$ cat src/rtl/out_port_pkg.sv
// Shared constants and types for the buffered OUT port.
package out_port_pkg;

  localparam int unsigned OUT_WIDTH = 16;
  localparam int unsigned OUT_DEPTH = 8;

  typedef enum logic [1:0] {
    EMPTY   = 2'd0,
    PARTIAL = 2'd1,
    FULL    = 2'd2
  } fill_state_e;

  // Bits needed to hold an occupancy of 0..depth inclusive.
  function automatic int unsigned cnt_width(input int unsigned depth);
    return $clog2(depth + 1);
  endfunction

endpackage

$ cat src/rtl/out_port_mem.sv
// FIFO storage: one synchronous write port, one asynchronous read port, no reset.
module out_port_mem #(
  parameter int unsigned WIDTH = 16,
  parameter int unsigned DEPTH = 8,
  parameter int unsigned AW    = $clog2(DEPTH)
) (
  input  logic             clock,
  input  logic             we,
  input  logic [AW-1:0]    waddr,
  input  logic [WIDTH-1:0] wdata,
  input  logic [AW-1:0]    raddr,
  output logic [WIDTH-1:0] rdata
);

  logic [WIDTH-1:0] mem [DEPTH];

  always_ff @(posedge clock) begin
    if (we) mem[waddr] <= wdata;
  end

  assign rdata = mem[raddr];

endmodule

$ cat src/rtl/out_port_fifo.sv
// First-word-fall-through output FIFO behind the CPU OUT instruction.
// Define OUT_PORT_DROP_CNT_EN to build the saturating rejected-write counter.
module out_port_fifo
  import out_port_pkg::*;
#(
  parameter int unsigned WIDTH = OUT_WIDTH,
  parameter int unsigned DEPTH = OUT_DEPTH
) (
  input  logic                         clock,
  input  logic                         reset_n,
  input  logic                         wr_valid,
  input  logic [WIDTH-1:0]             wr_data,
  output logic                         wr_ready,
  output logic                         rd_valid,
  output logic [WIDTH-1:0]             rd_data,
  input  logic                         rd_ready,
  output logic [cnt_width(DEPTH)-1:0]  count,
  output logic [WIDTH-1:0]             last_value,
  output logic [7:0]                   drop_count
);

  localparam int unsigned PW = $clog2(DEPTH);
  localparam int unsigned CW = cnt_width(DEPTH);

  logic [PW-1:0] wr_ptr;
  logic [PW-1:0] rd_ptr;
  logic          wr_fire;
  logic          rd_fire;
  fill_state_e   fill_state;

  // Flags depend only on the count register, so rd_ready never reaches wr_ready.
  assign wr_ready = (count != CW'(DEPTH));
  assign rd_valid = (count != CW'(0));
  assign wr_fire  = wr_valid && wr_ready;
  assign rd_fire  = rd_valid && rd_ready;

  out_port_mem #(
    .WIDTH (WIDTH),
    .DEPTH (DEPTH),
    .AW    (PW)
  ) u_mem (
    .clock (clock),
    .we    (wr_fire),
    .waddr (wr_ptr),
    .wdata (wr_data),
    .raddr (rd_ptr),
    .rdata (rd_data)
  );

  always_ff @(posedge clock or negedge reset_n) begin
    if (!reset_n) begin
      wr_ptr     <= '0;
      rd_ptr     <= '0;
      count      <= '0;
      last_value <= '0;
    end else begin
      if (wr_fire) begin
        wr_ptr     <= wr_ptr + PW'(1);
        last_value <= wr_data;
      end
      if (rd_fire) rd_ptr <= rd_ptr + PW'(1);
      if (wr_fire && !rd_fire)      count <= count + CW'(1);
      else if (rd_fire && !wr_fire) count <= count - CW'(1);
    end
  end

`ifdef OUT_PORT_DROP_CNT_EN
  // Every cycle a write is offered while full counts once; saturates at 255.
  always_ff @(posedge clock or negedge reset_n) begin
    if (!reset_n) begin
      drop_count <= '0;
    end else if (wr_valid && !wr_ready && (drop_count != 8'hFF)) begin
      drop_count <= drop_count + 8'd1;
    end
  end
`else
  assign drop_count = '0;
`endif

  always_comb begin
    fill_state = PARTIAL;
    if (count == CW'(0))          fill_state = EMPTY;
    else if (count == CW'(DEPTH)) fill_state = FULL;
  end

  a_full_blocks_write: assert property (@(posedge clock) disable iff (!reset_n)
    (fill_state == FULL) |-> !wr_ready);
  a_empty_blocks_read: assert property (@(posedge clock) disable iff (!reset_n)
    (fill_state == EMPTY) |-> !rd_valid);

endmodule

$ cat config.mk
export PLATFORM = sky130hd
export DESIGN_NAME = out_port_fifo
export DESIGN_NICKNAME = d
export VERILOG_FILES = /design/src/rtl/out_port_pkg.sv /design/src/rtl/out_port_mem.sv /design/src/rtl/out_port_fifo.sv
export SDC_FILE = /design/constraint.sdc
export NUM_CORES = 1
export LEC_CHECK = 0
export CAP_MARGIN = 15
export CORE_MARGIN = 2
export CORE_UTILIZATION = 29
export CTS_CLUSTER_DIAMETER = 30
export DETAILED_ROUTE_END_ITERATION = 6
export DONT_BUFFER_PORTS = 1
export PLACE_DENSITY = 0.5
export SYNTH_ARGS = -nofsm -noshare
export SYNTH_HDL_FRONTEND = slang
export SYNTH_SLANG_ARGS = --single-unit
$ cat constraint.sdc
create_clock -name clock -period 3.4 [get_ports clock]
set_clock_uncertainty 0.2 [all_clocks]
set_input_delay 0.51 -clock clock [delete_from_list [all_inputs] [get_ports clock]]
set_output_delay 0.51 -clock clock [all_outputs]
set_load 0.1 [all_outputs]
==> results.txt, run 1 <==
The final count of hold timing violations came out at 0. The final weighted congestion of routability-driven global placement came out at 0.653. The smallest clock period supported by the final layout is computed as 3.17 ns. The final sum of negative setup slack is 0 ns. The number of antenna violations at the first check in global routing is 0. For this run the aggregate overflow at the end of global routing stands at 0. The flow ran to the end, and the final reports show no timing, DRC or antenna violations. The startpoint identified for the worst register-to-register timing path is count[2]$_DFFE_PN0P_. The number of iterations in the first detailed-routing pass came out at 4.

The final routed DRC violation total is 0. Hold repair after CTS inserted 18 buffers. The final net count is between 300 and 400. Synthesis handed over a netlist of 290 instances.

The tree built by TritonCTS fans out to about 150 sinks. The number of placed I/O pins came out at 66. The antenna cell count came out at 0. The die is 150 um tall. Global routing used between 10% and 20% of the available tracks.

Setup repair after global routing left no endpoint under its margin. Timing would allow up to 316 MHz. After detailed routing, the number of vias per cell comes to roughly 4.6. The worst path arrival time is approximately 3.3 ns. The number of DRC markers after the initial detailed-route iteration is 143.

Gates resized during post-CTS repair numbered 0. The highest cell delay on the worst timing path came out at around 0.63 ns. The largest buffer count on any clock path is 2.

The capturing element type of the critical path is a flip-flop. The count of yosys warnings during synthesis is 0. The number of vias after detailed routing came out at around 2800.

Summed over all nets, wire length on met2 after detailed routing comes to between 6000 and 7000 um. The tree is rooted in a sky130_fd_sc_hd__clkbuf_16. The routed wirelength normalized by instance count is roughly 20 um.

For the worst flop-to-flop path, the logic depth is 8. The post-synthesis instance area came out at ~0.0062 mm2. The insertion delay to the later sink of the worst-skew pair is ~0.42 ns. The die outline area came out at 0.0225 mm2. The tool flagged a number of max-cap violations equal to 0.

The highest net fanout along the worst path came out at 6. The startpoint identified for the worst hold timing path is wr_data[10]. The share of the cycle needed by the critical path after routing came out at between 90 and 100%.

Entering global routing, the biggest net connects 32 pins. The count of endpoints failing setup in the final report came out at 0. The endpoint of the worst-slack reg-to-reg timing path is count[3]$_DFFE_PN0P_.

The transition time at the pin with the least slew margin is 0.907 ns. The number of enable-type register cells in the synthesized netlist came out at roughly 130. Measured against its own limit, the worst slew margin works out to between 30% and 40%. CTS built an H-tree with a depth of 4. Together, buffers and inverters on the worst path number 1. The slowest stage of the critical path is the sky130_fd_sc_hd__dfrtp_4 cell.

The effective utilization at floorplan came out at 29.4%. During placement, the flow inserted port buffers numbering 0. The fraction of registers with async set or reset after synthesis is between 10% and 20%. The part of the Yosys area used for sequential elements came out at approximately 73%. The number of placement rows is 53.

The CTS buffer count is 17. TritonCTS built the clock tree. Buffers added to address setup during post-CTS repair amount to 0. The die width is 150 um. The worst setup path is of the reg2reg kind. After clock tree synthesis, the clock-pin slew on the worst setup and hold paths is roughly 0.06 ns. The routed wire length on met3 came out at around 700 um.

Counting instances, the worst hold path has a depth of 1. The wire length the detailed router placed on met1 is ~5600 um. The overall routed net length came out at roughly 12000 um. The minimum setup slack among reg-to-reg paths is 0.23 ns.

The HPWL reported at the end of detailed placement is 6980 um. The core footprint is approximately 0.021 mm2. The most used flip-flop cell after synthesis is sky130_fd_sc_hd__edfxtp_1. In this run, synthesis produced a sequential element count of between 150 and 200.

The class of the tightest hold or removal check is in2reg. The netlist uses 32 different library cells. The share of post-route cells with drive strength above 1 is roughly 37%. The number of antenna-violating nets in the routed design is 0. The worst hold path terminates at last_value[10]$_DFFE_PN0P_. In this run the top signal layer used is met4. The first-pass GRT wire length came out at 18500 um.

The critical path goes through or4_4 > nand2_1 > ha_1 > inv_2 > ha_1 > or4_1 > o211ai_1 > o211ai_1. The critical path data required time came out at between 3 and 4 ns. The most critical setup path has its startpoint at count[2]$_DFFE_PN0P_.

The layout overhead on the synthesized area came out at 18.9%. A synthesized cell averages 21.3 um2. The kind of cell with the highest combined delay along the critical path is simple AND/OR/NAND/NOR gates. The count of pins over their slew limit came out at 0. The worst setup path is launched from a flip-flop. The number of global-route vias before repair came to around 3100.
cells in the mapped netlist, types with 2 or more instances:
master | number | share of area (%)
sky130_fd_sc_hd__buf_6 | 3 | 0.55
sky130_fd_sc_hd__mux4_2 | 32 | 12
sky130_fd_sc_hd__nand2_1 | 4 | 0.24
sky130_fd_sc_hd__nor2_1 | 3 | 0.18
sky130_fd_sc_hd__mux2_4 | 14 | 3.4
sky130_fd_sc_hd__inv_1 | 2 | 0.12
sky130_fd_sc_hd__mux2_2 | 21 | 3.8
sky130_fd_sc_hd__nand2b_1 | 2 | 0.20
sky130_fd_sc_hd__a21oi_1 | 2 | 0.16
sky130_fd_sc_hd__edfxtp_1 | 128 | 62
sky130_fd_sc_hd__ha_1 | 5 | 1.0
sky130_fd_sc_hd__nand3_1 | 5 | 0.41
sky130_fd_sc_hd__or4_1 | 2 | 0.24
sky130_fd_sc_hd__o211ai_1 | 2 | 0.24
sky130_fd_sc_hd__clkbuf_1 | 5 | 0.30
sky130_fd_sc_hd__dfrtp_1 | 26 | 11
sky130_fd_sc_hd__buf_4 | 8 | 0.97
sky130_fd_sc_hd__xnor2_1 | 6 | 0.85
sky130_fd_sc_hd__buf_2 | 3 | 0.24
sky130_fd_sc_hd__nor3_1 | 5 | 0.41
stage by stage:
step	cell area (um2)	hold WS [ns]	std cells	setup slack, ns	util (%)
floorplan	6220	0.0144	297	0.0303	-
global placement	6580	0.0158	568	0.380	31.4
detailed placement	6580	0.0155	568	0.238	31.4
CTS	7340	0.0145	618	0.225	35.0
global route	7340	0.0113	618	0.101	35.0
finish	7340	0.0383	618	0.232	35.0
state kept, by name, indices dropped and copies added, names as in the netlist:
signal,flops
u_mem.mem,128
last_value,16
count,4
rd_ptr,3
wr_ptr,3
worst reg2reg max path: cells and delay by family, from the launching register on:
kind / cells / cell delay (ns)
AO/OA/AOI/OAI: 2 / 0.25
flip-flops: 1 / 0.63
AND/OR/NAND/NOR: 3 / 1.21
adder cells (fa/ha/maj): 2 / 0.65
buffers and inverters: 1 / 0.10
area by class of cell:
class,instances,area [um2]
repair buffers,35,343
clock buffers,21,440
inverters,2,7.51
multi-input cells,120,1570
well taps,275,344
fillers,1993,13600
flip-flops and latches,154,4510
clock inverters,11,123
cells by family after synthesis:
| kind of cell | count (synthesis) | synth area share [%] |
|---|---|---|
| flops | 154 | 72.8 |
| mux | 68 | 19.1 |
| simple gates | 26 | 2.41 |
| buf+inv | 23 | 2.76 |
| fa+ha+maj | 6 | 1.34 |
| compound gates | 6 | 0.669 |
| xor+xnor | 6 | 0.852 |
| other cells | 1 | 0.0608 |
cells in the final DEF (no fill, tap or decap), types with 4 or more instances in the layout:
master,netlist,final
sky130_fd_sc_hd__edfxtp_1,128,128
sky130_fd_sc_hd__mux4_2,32,32
sky130_fd_sc_hd__mux2_2,21,21
sky130_fd_sc_hd__dfrtp_1,26,21
sky130_fd_sc_hd__clkbuf_16,0,17
sky130_fd_sc_hd__dlygate4sd3_1,0,17
sky130_fd_sc_hd__buf_4,8,15
sky130_fd_sc_hd__mux2_4,14,14
sky130_fd_sc_hd__conb_1,1,8
sky130_fd_sc_hd__xnor2_1,6,6
sky130_fd_sc_hd__nand3_1,5,5
sky130_fd_sc_hd__ha_1,5,5
sky130_fd_sc_hd__nand2_1,4,4
sky130_fd_sc_hd__nor3_2,0,4
sky130_fd_sc_hd__clkinv_2,0,4
sky130_fd_sc_hd__clkbuf_1,5,4
how the worst max path moves through the flow:
stage               cells after the start              endpoint  slack (ns)
finish                                  8  count[3]$_DFFE_PN0P_        0.23
detailed placement                      8  count[3]$_DFFE_PN0P_        0.24
global placement                        8  count[3]$_DFFE_PN0P_        0.38
CTS                                     8  count[3]$_DFFE_PN0P_        0.22
global route                            8  count[3]$_DFFE_PN0P_        0.10
floorplan                              10  count[3]$_DFFE_PN0P_        0.03
routing by layer:
metal | vias to the layer above | global-route usage, %
met1 | 1508 | 14.9
met4 | 0 | 4.01
met5 | - | 0
li1 | 1235 | -
met2 | 63 | 18.3
met3 | 13 | 4.54
Power of run 1 is left out: the tool's default activity adds up to more than one toggle a clock period on the data nets, which glitch-free logic cannot reach.
==> run 2: changes to the inputs <==
--- a/config.mk
+++ b/config.mk
@@ -6,12 +6,14 @@
 export NUM_CORES = 1
 export LEC_CHECK = 0
 export CAP_MARGIN = 15
+export CELL_PAD_IN_SITES_DETAIL_PLACEMENT = 0
+export CELL_PAD_IN_SITES_GLOBAL_PLACEMENT = 2
 export CORE_MARGIN = 2
 export CORE_UTILIZATION = 29
 export CTS_CLUSTER_DIAMETER = 30
 export DETAILED_ROUTE_END_ITERATION = 6
 export DONT_BUFFER_PORTS = 1
-export PLACE_DENSITY = 0.5
+export PLACE_DENSITY = 0.58
 export SYNTH_ARGS = -nofsm -noshare
 export SYNTH_HDL_FRONTEND = slang
 export SYNTH_SLANG_ARGS = --single-unit
==> constraint.sdc (replaced) <==
create_clock -name clock -period 3.82 [get_ports clock]
set_clock_uncertainty 0.2 [all_clocks]
set_input_delay 0.573 -clock clock [delete_from_list [all_inputs] [get_ports clock]]
set_output_delay 0.573 -clock clock [all_outputs]
set_load 0.1 [all_outputs]
==> run 2 against run 1 <==
Effect of this change:
- count of clock-buffer cells in the layout fell by 1
- via count fell by 1.6%
- routed wire length rose by 3.9%
- worst hold slack improved by 0.0087 ns
- global-route usage rose by 0.72 points
- die area did not move
- utilization fell by 0.67 points
- critical path depth fell by 5
- non-clock buffer count fell by 14
- critical path type is now reg2out
==> results.txt, run 2 (same netlist as run 1, synthesis figures left out) <==
The number of antenna-violating nets in the routed design came out at 0 (unchanged). The overall fraction of global-route tracks in use came to 12.4% (was 11.7%). RSZ-0062 raised after global routing: false (unchanged).

The CTS tree is yes (unchanged). The number of vias after detailed routing was 2774 (was 2819). The layout overhead on the synthesized area is 16.6% (was 18.9%). The clock transition at the registers of the reported paths came out at 0.06 ns (about the same). The highest cell delay on the worst timing path is 0.79 ns (was 0.63 ns). The class of the tightest hold or removal check is in2reg (unchanged). Cell-by-cell listing of the critical path: buf_4 > mux4_2 > mux2_2 (was or4_4 > nand2_1 > ha_1 > inv_2 > ha_1 > or4_1 > o211ai_1 > o211ai_1).

The post-route non-filler standard cell count is 604 (was 618). The insertion delay to the later sink of the worst-skew pair came out at 0.42 ns (about the same). The startpoint of the lowest-slack hold path is wr_data[3] (was wr_data[10]). The overall routed net length was 12900 um (was 12500 um).

The most common library cell in the layout ignoring fill and taps is sky130_fd_sc_hd__edfxtp_1 (unchanged). The post-layout utilization of the core was 34.3% (was 35.0%). The antenna cell count is 0 (unchanged). The minimum setup slack among reg-to-reg paths came out at 0.64 ns (was 0.23 ns).

The share of the cycle needed by the critical path after routing is between 80% and 90%. The final weighted congestion of routability-driven global placement was 0.692 (was 0.653). The flip-flop count of the largest register, all copies and words added came out at 128 (unchanged).

The routed wirelength normalized by instance count came out at 21.4 um (was 20.2 um). The highest achievable clock rate is 301 MHz. The maximum number of pins on one net before global-route repair is 35 (was 32). The effective utilization at floorplan came to 29.4% (unchanged). The worst path arrival time is 2.55 ns (was 3.25 ns).

The number of cells after detailed placement is 570 (was 568). The number of antenna violations at the first check in global routing is 0 (unchanged). The CTS sink count came out at 154 (unchanged). The worst setup timing slack at the placement stage came out at 0.659 ns (was 0.238 ns). The die outline area is 0.0225 mm2 (unchanged). The highest net fanout along the worst path came out at 18 (was 6). The number of iterations in the first detailed-routing pass is 4 (unchanged).

The capturing element type of the critical path is an output pin (was flip-flop). The core footprint is 0.0210 mm2 (unchanged). The register containing the most flip-flops in the final layout is u_mem.mem (unchanged). The routed design could run at a clock period as short as between 3 and 4 ns. The number of global-route vias before repair was 3012 (was 3095).

The critical path data required time is 3.05 ns (was 3.48 ns). The die width came out at 150 um (unchanged). The critical path startpoint category is a flip-flop (unchanged). The path depth of the worst reg2reg path is 8 (unchanged).

The first-pass GRT wire length came out at 19600 um (was 18500 um). The number of placement rows is 53 (unchanged). The number of DRC markers after the initial detailed-route iteration came out at 161 (was 143). The final routed DRC violation total came to 0 (unchanged).

The count of endpoints failing setup in the final report is 0 (unchanged). The aggregate global routing overflow is 0 (unchanged). The share of post-route cells with drive strength above 1 is 38.6% (was 37.0%). The family with the most delay on the worst path was multiplexers (was simple AND/OR/NAND/NOR gates). Commonest non-fill, non-tap cells in the layout: sky130_fd_sc_hd__edfxtp_1 (128), sky130_fd_sc_hd__mux4_2 (32), sky130_fd_sc_hd__dfrtp_1 (25), sky130_fd_sc_hd__mux2_2 (21), sky130_fd_sc_hd__buf_4 (19) (was sky130_fd_sc_hd__edfxtp_1 (128), sky130_fd_sc_hd__mux4_2 (32), sky130_fd_sc_hd__mux2_2 (21), sky130_fd_sc_hd__dfrtp_1 (21)). The post-CTS setup buffer count is 0 (unchanged). The count of max-cap constraint violations was 0 (unchanged). The die height is 150 um (unchanged).

The number of placed I/O pins came to 66 (unchanged). The number of cells traversed by the worst hold path came to 0 (was 1). The CTS buffer count was 17 (unchanged). The type of the worst setup path is reg2out (was reg2reg). The level count of the clock H-tree is 4 (unchanged). The count of pins over their slew limit came out at 0 (unchanged). The final sum of negative setup slack came out at 0 ns (unchanged). Result of the run: complete, no violations (unchanged). The cell at the root of the clock tree was sky130_fd_sc_hd__clkbuf_16 (unchanged). The slowest cell on the critical path was sky130_fd_sc_hd__dfrtp_2 (was sky130_fd_sc_hd__dfrtp_4). Largest registers ranked by flip-flop count: u_mem.mem (128), last_value (16), count (4) (unchanged). The HPWL reported at the end of detailed placement came out at 7440 um (was 6980 um).

The detail-routed via count per cell came out at 4.59 (was 4.56). The transition time at the pin with the least slew margin is 0.938 ns (was 0.907 ns). The final net count came out at 342 (was 356). The final count of hold timing violations is 0 (unchanged).

The end of the worst hold path was u_mem.mem[1][3]$_DFFE_PP_ (was last_value[10]$_DFFE_PN0P_). The largest buffer count on any clock path was 2 (unchanged). The origin of the critical flop-to-flop path was count[1]$_DFFE_PN0P_ (was count[2]$_DFFE_PN0P_). The endpoint of the worst-slack reg-to-reg timing path is count[3]$_DFFE_PN0P_ (unchanged). The post-layout worst setup margin was 0.494 ns (was 0.232 ns). The number of buffer and inverter instances along the worst setup path came out at 1 (unchanged).

The number of buffers inserted by port buffering is 0 (unchanged). The total of cells resized after clock tree synthesis came out at 0 (unchanged). The tightest slew margin relative to the limit was 37.5% (was 39.5%).
run 2: how the worst max path moves through the flow:
stage	start	end	cells past startpoint
2_1_floorplan	count[3]$_DFFE_PN0P_	count[3]$_DFFE_PN0P_	10
3_3_place_gp	count[1]$_DFFE_PN0P_	count[3]$_DFFE_PN0P_	8
3_5_place_dp	count[1]$_DFFE_PN0P_	count[3]$_DFFE_PN0P_	8
4_1_cts	rd_ptr[0]$_DFFE_PN0P_	rd_data[0]	3
5_1_grt	rd_ptr[0]$_DFFE_PN0P_	rd_data[1]	3
6_report	rd_ptr[0]$_DFFE_PN0P_	rd_data[1]	3
run 2: area by class of cell:
type                       count  area, um2
fill                        2010      13800
sequential                   154       4500
multi-input combinational    120       1570
clock buffer                  20        457
tap                          275        344
timing repair buffer          21        173
clock inverter                12        148
inverter                       2       7.51
run 2: per-layer routing:
layer | GRT usage [%] | routed length, um | part of all wire (%) | vias to the layer above
li1 | - | - | - | 1209
met1 | 15.9 | 5620 | 43 | 1493
met2 | 19.3 | 6460 | 50 | 59
met3 | 4.51 | 663 | 5.1 | 13
met4 | 4.81 | 199 | 1.5 | 0
met5 | 0 | 0 | 0 | -
run 2: what timing repair did:
| action | in CTS | in global routing |
|---|---|---|
| setup endpoints to repair | 0 | 0 |
| hold endpoints to repair | 26 | 0 |
| hold buffers | 2 | 0 |
run 2: stage by stage:
| step | cell area (um2) | hold WS, ns |
|---|---|---|
| 6_report | 7200 | 0.0470 |
| 5_1_grt | 7200 | 0.0149 |
| 4_1_cts | 7200 | 0.0260 |
| 3_5_place_dp | 6560 | 0.0783 |
| 3_3_place_gp | 6560 | 0.0788 |
| 2_1_floorplan | 6210 | 0.0774 |
Power of run 2 is left out for the same reason.
